**config.mk**
```make
export PLATFORM = sky130hd
export DESIGN_NAME = divisor_segmentado_param
export DESIGN_NICKNAME = d
export VERILOG_FILES = /design/src/rtl/divisor_segmentado_param.sv
export SDC_FILE = /design/constraint.sdc
export NUM_CORES = 2
export LEC_CHECK = 0
export ABC_CLOCK_PERIOD_IN_PS = 45900
export BUFFER_PORTS_ARGS = -buffer_cell sky130_fd_sc_hd__buf_2
export CORE_MARGIN = 5
export CORE_UTILIZATION = 40
export CTS_BUF_LIST = sky130_fd_sc_hd__clkbuf_16
export DETAILED_ROUTE_END_ITERATION = 8
export GPL_TIMING_DRIVEN = 0
export HOLD_SLACK_MARGIN = 0.03
export SYNTH_ARGS = -nofsm -noshare
export SYNTH_HDL_FRONTEND = slang
export SYNTH_SLANG_ARGS = --single-unit
```
**constraint.sdc**
```tcl
create_clock -name CLK -period 45.9 [get_ports CLK]
set_input_delay 9.18 -clock CLK [delete_from_list [all_inputs] [get_ports CLK]]
set_output_delay 9.18 -clock CLK [all_outputs]
set_load 0.03 [all_outputs]
```
**src/rtl/divisor_segmentado_param.sv**
```systemverilog
// divisor_segmentado_param
// Fully pipelined restoring integer divider, one operation per cycle.
// Pipeline: input stage, WIDTH/BITS_PER_STAGE iteration stages, output stage.
// Ports:
//   CLK, RSTa (async, active-high)   clock and reset
//   Start, Signed, Num, Den, Tag     operation request (sampled when Stall=0)
//   Stall                            freezes every register and all outputs
//   Done, Coc, Res, Tag_out, DivZero result (quotient, remainder, tag, /0 flag)
//   Busy                             OR of all internal stage valids
module divisor_segmentado_param #(
  parameter int WIDTH          = 16,
  parameter int BITS_PER_STAGE = 1,
  parameter int TAG_W          = 4
) (
  input  logic             CLK,
  input  logic             RSTa,
  input  logic             Start,
  input  logic             Signed,
  input  logic [WIDTH-1:0] Num,
  input  logic [WIDTH-1:0] Den,
  input  logic [TAG_W-1:0] Tag,
  input  logic             Stall,
  output logic             Done,
  output logic [WIDTH-1:0] Coc,
  output logic [WIDTH-1:0] Res,
  output logic [TAG_W-1:0] Tag_out,
  output logic             DivZero,
  output logic             Busy
);
  localparam int N = WIDTH / BITS_PER_STAGE;

  // Index 0 is the input stage, index k (1..N) is the output of iteration stage k.
  logic             s_valid_q [0:N];
  logic             s_valid_d [0:N];
  logic [TAG_W-1:0] s_tag_q   [0:N];
  logic [TAG_W-1:0] s_tag_d   [0:N];
  logic             s_dz_q    [0:N];
  logic             s_dz_d    [0:N];
  logic             s_sn_q    [0:N];
  logic             s_sn_d    [0:N];
  logic             s_sd_q    [0:N];
  logic             s_sd_d    [0:N];
  logic [WIDTH-1:0] s_a_q     [0:N];
  logic [WIDTH-1:0] s_a_d     [0:N];
  logic [WIDTH-1:0] s_q_q     [0:N];
  logic [WIDTH-1:0] s_q_d     [0:N];
  // The divisor is not needed after the last iteration stage.
  logic [WIDTH-1:0] s_m_q     [0:N-1];
  logic [WIDTH-1:0] s_m_d     [0:N-1];

  logic             done_q, done_d;
  logic [WIDTH-1:0] coc_q, coc_d;
  logic [WIDTH-1:0] res_q, res_d;
  logic [TAG_W-1:0] tag_out_q, tag_out_d;
  logic             divzero_q, divzero_d;

  logic num_neg, den_neg;

  // Input stage: sign bits and magnitudes.
  always_comb begin
    num_neg = Signed & Num[WIDTH-1];
    den_neg = Signed & Den[WIDTH-1];
  end

  assign s_valid_d[0] = Start;
  assign s_tag_d[0]   = Tag;
  assign s_dz_d[0]    = (Den == '0);
  assign s_sn_d[0]    = num_neg;
  assign s_sd_d[0]    = den_neg;
  assign s_a_d[0]     = '0;
  assign s_q_d[0]     = num_neg ? -Num : Num;
  assign s_m_d[0]     = den_neg ? -Den : Den;

  // Iteration stages. With a zero divisor every step subtracts nothing, so Q
  // fills with ones and A ends up holding |Num|; the output stage relies on that
  // to rebuild the original dividend as the remainder.
  for (genvar gi = 1; gi <= N; gi++) begin : g_iter
    logic [WIDTH-1:0] a_v;
    logic [WIDTH-1:0] q_v;
    logic [WIDTH:0]   sh_v;
    logic [WIDTH+1:0] t_v;

    always_comb begin
      a_v  = s_a_q[gi-1];
      q_v  = s_q_q[gi-1];
      sh_v = '0;
      t_v  = '0;
      for (int b = 0; b < BITS_PER_STAGE; b++) begin
        sh_v = {a_v, q_v[WIDTH-1]};
        q_v  = {q_v[WIDTH-2:0], 1'b0};
        t_v  = {1'b0, sh_v} - {2'b00, s_m_q[gi-1]};
        // A non-negative difference is always below the divisor, so its top two bits are zero.
        if (t_v[WIDTH+1:WIDTH] == 2'b00) begin
          a_v    = t_v[WIDTH-1:0];
          q_v[0] = 1'b1;
        end else begin
          a_v = sh_v[WIDTH-1:0];
        end
      end
    end

    assign s_valid_d[gi] = s_valid_q[gi-1];
    assign s_tag_d[gi]   = s_tag_q[gi-1];
    assign s_dz_d[gi]    = s_dz_q[gi-1];
    assign s_sn_d[gi]    = s_sn_q[gi-1];
    assign s_sd_d[gi]    = s_sd_q[gi-1];
    assign s_a_d[gi]     = a_v;
    assign s_q_d[gi]     = q_v;

    if (gi < N) begin : g_m
      assign s_m_d[gi] = s_m_q[gi-1];
    end
  end

  // Output stage: restore signs, apply divide-by-zero override.
  always_comb begin
    done_d    = s_valid_q[N];
    tag_out_d = s_tag_q[N];
    divzero_d = s_dz_q[N];
    res_d     = s_sn_q[N] ? -s_a_q[N] : s_a_q[N];
    if (s_dz_q[N]) begin
      coc_d = '1;
    end else if (s_sn_q[N] ^ s_sd_q[N]) begin
      coc_d = -s_q_q[N];
    end else begin
      coc_d = s_q_q[N];
    end
  end

  always_ff @(posedge CLK or posedge RSTa) begin
    if (RSTa) begin
      for (int i = 0; i <= N; i++) begin
        s_valid_q[i] <= 1'b0;
        s_tag_q[i]   <= '0;
        s_dz_q[i]    <= 1'b0;
        s_sn_q[i]    <= 1'b0;
        s_sd_q[i]    <= 1'b0;
        s_a_q[i]     <= '0;
        s_q_q[i]     <= '0;
      end
      for (int i = 0; i < N; i++) begin
        s_m_q[i] <= '0;
      end
      done_q    <= 1'b0;
      coc_q     <= '0;
      res_q     <= '0;
      tag_out_q <= '0;
      divzero_q <= 1'b0;
    end else if (!Stall) begin
      for (int i = 0; i <= N; i++) begin
        s_valid_q[i] <= s_valid_d[i];
        s_tag_q[i]   <= s_tag_d[i];
        s_dz_q[i]    <= s_dz_d[i];
        s_sn_q[i]    <= s_sn_d[i];
        s_sd_q[i]    <= s_sd_d[i];
        s_a_q[i]     <= s_a_d[i];
        s_q_q[i]     <= s_q_d[i];
      end
      for (int i = 0; i < N; i++) begin
        s_m_q[i] <= s_m_d[i];
      end
      done_q <= done_d;
      // Result fields only move when a new result arrives.
      if (done_d) begin
        coc_q     <= coc_d;
        res_q     <= res_d;
        tag_out_q <= tag_out_d;
        divzero_q <= divzero_d;
      end
    end
  end

  always_comb begin
    Busy = 1'b0;
    for (int i = 0; i <= N; i++) begin
      Busy = Busy | s_valid_q[i];
    end
  end

  assign Done    = done_q;
  assign Coc     = coc_q;
  assign Res     = res_q;
  assign Tag_out = tag_out_q;
  assign DivZero = divzero_q;

endmodule

```
==> summary.txt <==
Placement
  – Post-DP HPWL: 106.4 mm
  – Gpl congestion: 0.8822
  – Post-Place Cell Area: 0.05345 mm^2
  – Port Buffers: 78

Route
  – Initial DRC Count: 2838
  – WL final: 142.5 mm
  – WL/cell: 20.56 um
  – Vias: 38720
  – Number of vias per cell: 5.587
  – DRT antenna net count: 0
  – DRC Markers: 0
  – Initial DRT Pass Iterations: 7

Clocking
  – Clock transition at path regs: 0.06 ns
  – CTS Buf Count: 99
  – CTS sink cnt: 958
  – # hold bufs at CTS: 0
  – Clock latency at the later pin of the worst-skew pair: 0.70 ns
  – TritonCTS clock tree: yes
  – Cells resized by post-CTS repair: 0
  – # Post-CTS Setup Buffers: 0
  – Clock root buffer: clkbuf_16
  – Max clock buf depth: 3
  – Htree depth: 3

Global routing
  – Vias in the first global route: 39270
  – GRT Total Usage: 20.97%
  – Largest net degree at the start of global routing: 134
  – Initial antenna violation count: 1
  – Global-route wire length before repair: 226.3 mm
  – Total gr overflow: 0

Worst setup path
  – Crit start category: input port
  – WS Path Type: input port to register
  – CP arrival: 13.51 ns
  – Critical Path End Type: register
  – CP Data Required Time: 46.42 ns
  – Critical path peak fanout: 10
  – Reg2reg path depth: 10

Floorplanning
  – Initial core utilization: 40.32%
  – Width of the die: 366.3 um
  – Die H: 366.3 um
  – Ports: 80
  – Core box area: 0.1259 mm^2
  – Row count: 130
  – Die area: 0.1341 mm^2

STA
  – Setup violators final: 0
  – Slew of the pin with the lowest slew margin: 1.381 ns
  – Maximum clock rate: 76.98 MHz
  – Clock skew: 0.04198 ns
  – Count of pins over their slew limit: 0
  – Final worst-path cycle share: 28.30%
  – Minimum clock period: 12.99 ns
  – Final hold vios: 0
  – Slew HR: 7.926%
  – RSZ-0062 raised after global routing: no

Cells and area
  – Final net count: 5500
  – Area grow syn2layout: 11.80%
  – Most common cell after layout, fill and taps aside: dfrtp_1
  – Fin area: 0.05676 mm^2
  – Share of layout cells above drive strength 1: 14.23%
  – Post-Route Utilization: 45.08%
  – Commonest cells after routing, fill and taps aside: dfrtp_1, nand2_1, mux2_2

Power
  – Leak pwr: 24.74 nW
  – Max VDD drop: 0.03447 mV
  – PwrDens: 71.08 mW/mm^2

Yosys
  – Number of synthesized register bits: 958
  – Number of synthesized flops with an enable pin: 0
  – Synth Warn #: 0
  – Sequential fraction of the synthesis area: 47.22%
  – Synth cell types: 94
  – Mapped Nets: 5313
  – Leading register cell type out of synthesis: dfrtp_1
  – Synth Area per Inst: 10.13 um^2
  – Asr flop ratio synth: 100.0%
  – Syn Inst Count: 5011
  – Mapped Area: 0.05077 mm^2

Worst hold path
  – Worst min path class: register to register
  – Hold Crit Depth: 2

Outcome
  – Outcome: finished clean

Job
  – Maxcap violations: 0
## per-layer routing
metal	vias up	routed length [um]	GRT usage [%]	share of wire [%]
met4	2	3679	5.166	2.6
met2	778	67040	34.82	47
met1	19470	65960	29.01	46
li1	18250	-	-	-
met5	-	13	0	0.0091
met3	216	5800	3.090	4.1
## final timing paths
| check | end | slack [ns] | startpoint |
|---|---|---|---|
| max | g_iter[3].sh_v[16] | 32.91 | Stall |
| min | Res[10] | 0.48 | Res[10] |
| max reg2reg | g_iter[15].sh_v[6] | 42.27 | s_m_d[16] |
| min in group asynchronous | s_m_d[125] | 8.49 | RSTa |
| min reg2reg | Res[10] | 0.48 | Res[10] |
| max in group asynchronous | s_valid_d[15] | 35.89 | RSTa |
## flip-flops by register name, summed over array words and instances (netlist names), 4 cells and up
name         count
s_a_q           16
s_m_q           16
s_sn_d          16
s_m_d          240
Coc             16
Res             16
s_valid_d       16
Tag_out          4
s_sd_d          16
s_dz_d          16
g_iter.sh_v    256
tag_out_d        4
s_tag_d         64
s_q_q           16
g_iter.q_v     240
## through the flow
| step | power, mW | cells | setup TNS [ns] | setup slack (ns) | hold WS (ns) |
|---|---|---|---|---|---|
| 6_report | 4.034 | 6930 | 0 | 32.91 | 0.4777 |
| 2_1_floorplan | 2.708 | 5011 | 0 | 9.775 | 0.4331 |
| 3_5_place_dp | 3.205 | 6747 | 0 | 32.22 | 0.4653 |
| 5_1_grt | 4.326 | 6929 | 0 | 32.86 | 0.5014 |
| 3_3_place_gp | 3.168 | 6739 | -783.63 | -1.033 | 0.4590 |
| 4_1_cts | 4.041 | 6929 | 0 | 32.96 | 0.4805 |
## cell families after synthesis
logic type	synth area share, %
AND/OR/NAND/NOR	11.84
AO/OA/AOI/OAI	16.47
buffers and inverters	4.436
XOR/XNOR	3.830
multiplexers	9.550
flip-flops	47.22
adder cells (fa/ha/maj)	6.654
## critical path, stage by stage
cell,delay [ns]
clkbuf_1,0.53
buf_2,0.45
clkbuf_1,0.56
clkbuf_1,0.64
clkbuf_1,0.99
clkbuf_1,0.95
a21oi_1,0.17
## layout make-up
type | instances | area (um^2)
antenna | 1 | 2.502
buffer | 243 | 991.0
clock buffer | 99 | 2477
clock inverter | 83 | 823.3
fill | 12060 | 69140
inverter | 337 | 1272
multi-input combinational | 3473 | 24540
sequential | 958 | 23970
tap | 1650 | 2064
timing repair buffer | 86 | 610.6
## Yosys cell counts, drive strengths merged (23+ instances only)
master | count | area share (%)
a211oi | 30 | 0.53
a21boi | 26 | 0.38
a21o | 52 | 0.77
a21oi | 242 | 2.4
a2bb2oi | 32 | 0.55
a31oi | 60 | 0.78
and2 | 30 | 0.37
buf | 38 | 0.42
clkbuf | 205 | 1.5
dfrtp | 958 | 47
ha | 246 | 6.1
inv | 337 | 2.5
mux2 | 411 | 9.1
nand2 | 537 | 4.0
nand2b | 52 | 0.64
nand3 | 77 | 0.76
nand4 | 90 | 1.1
nor2 | 269 | 2.0
nor2b | 47 | 0.59
nor3 | 59 | 0.59
nor4 | 26 | 0.32
o21a | 47 | 0.70
o21ai | 433 | 4.3
o311ai | 96 | 1.7
o31a | 26 | 0.45
o31ai | 32 | 0.52
o41ai | 23 | 0.47
or3 | 32 | 0.39
xnor2 | 139 | 2.4
xor2 | 83 | 1.4
## power breakdown
part | switching, mW | total [mW] | internal, mW
Combinational | 1.08 | 1.86 | 0.787
Clock | 0.355 | 0.820 | 0.464
Sequential | 0.229 | 1.35 | 1.12
Power figures use the tool's default switching activity.
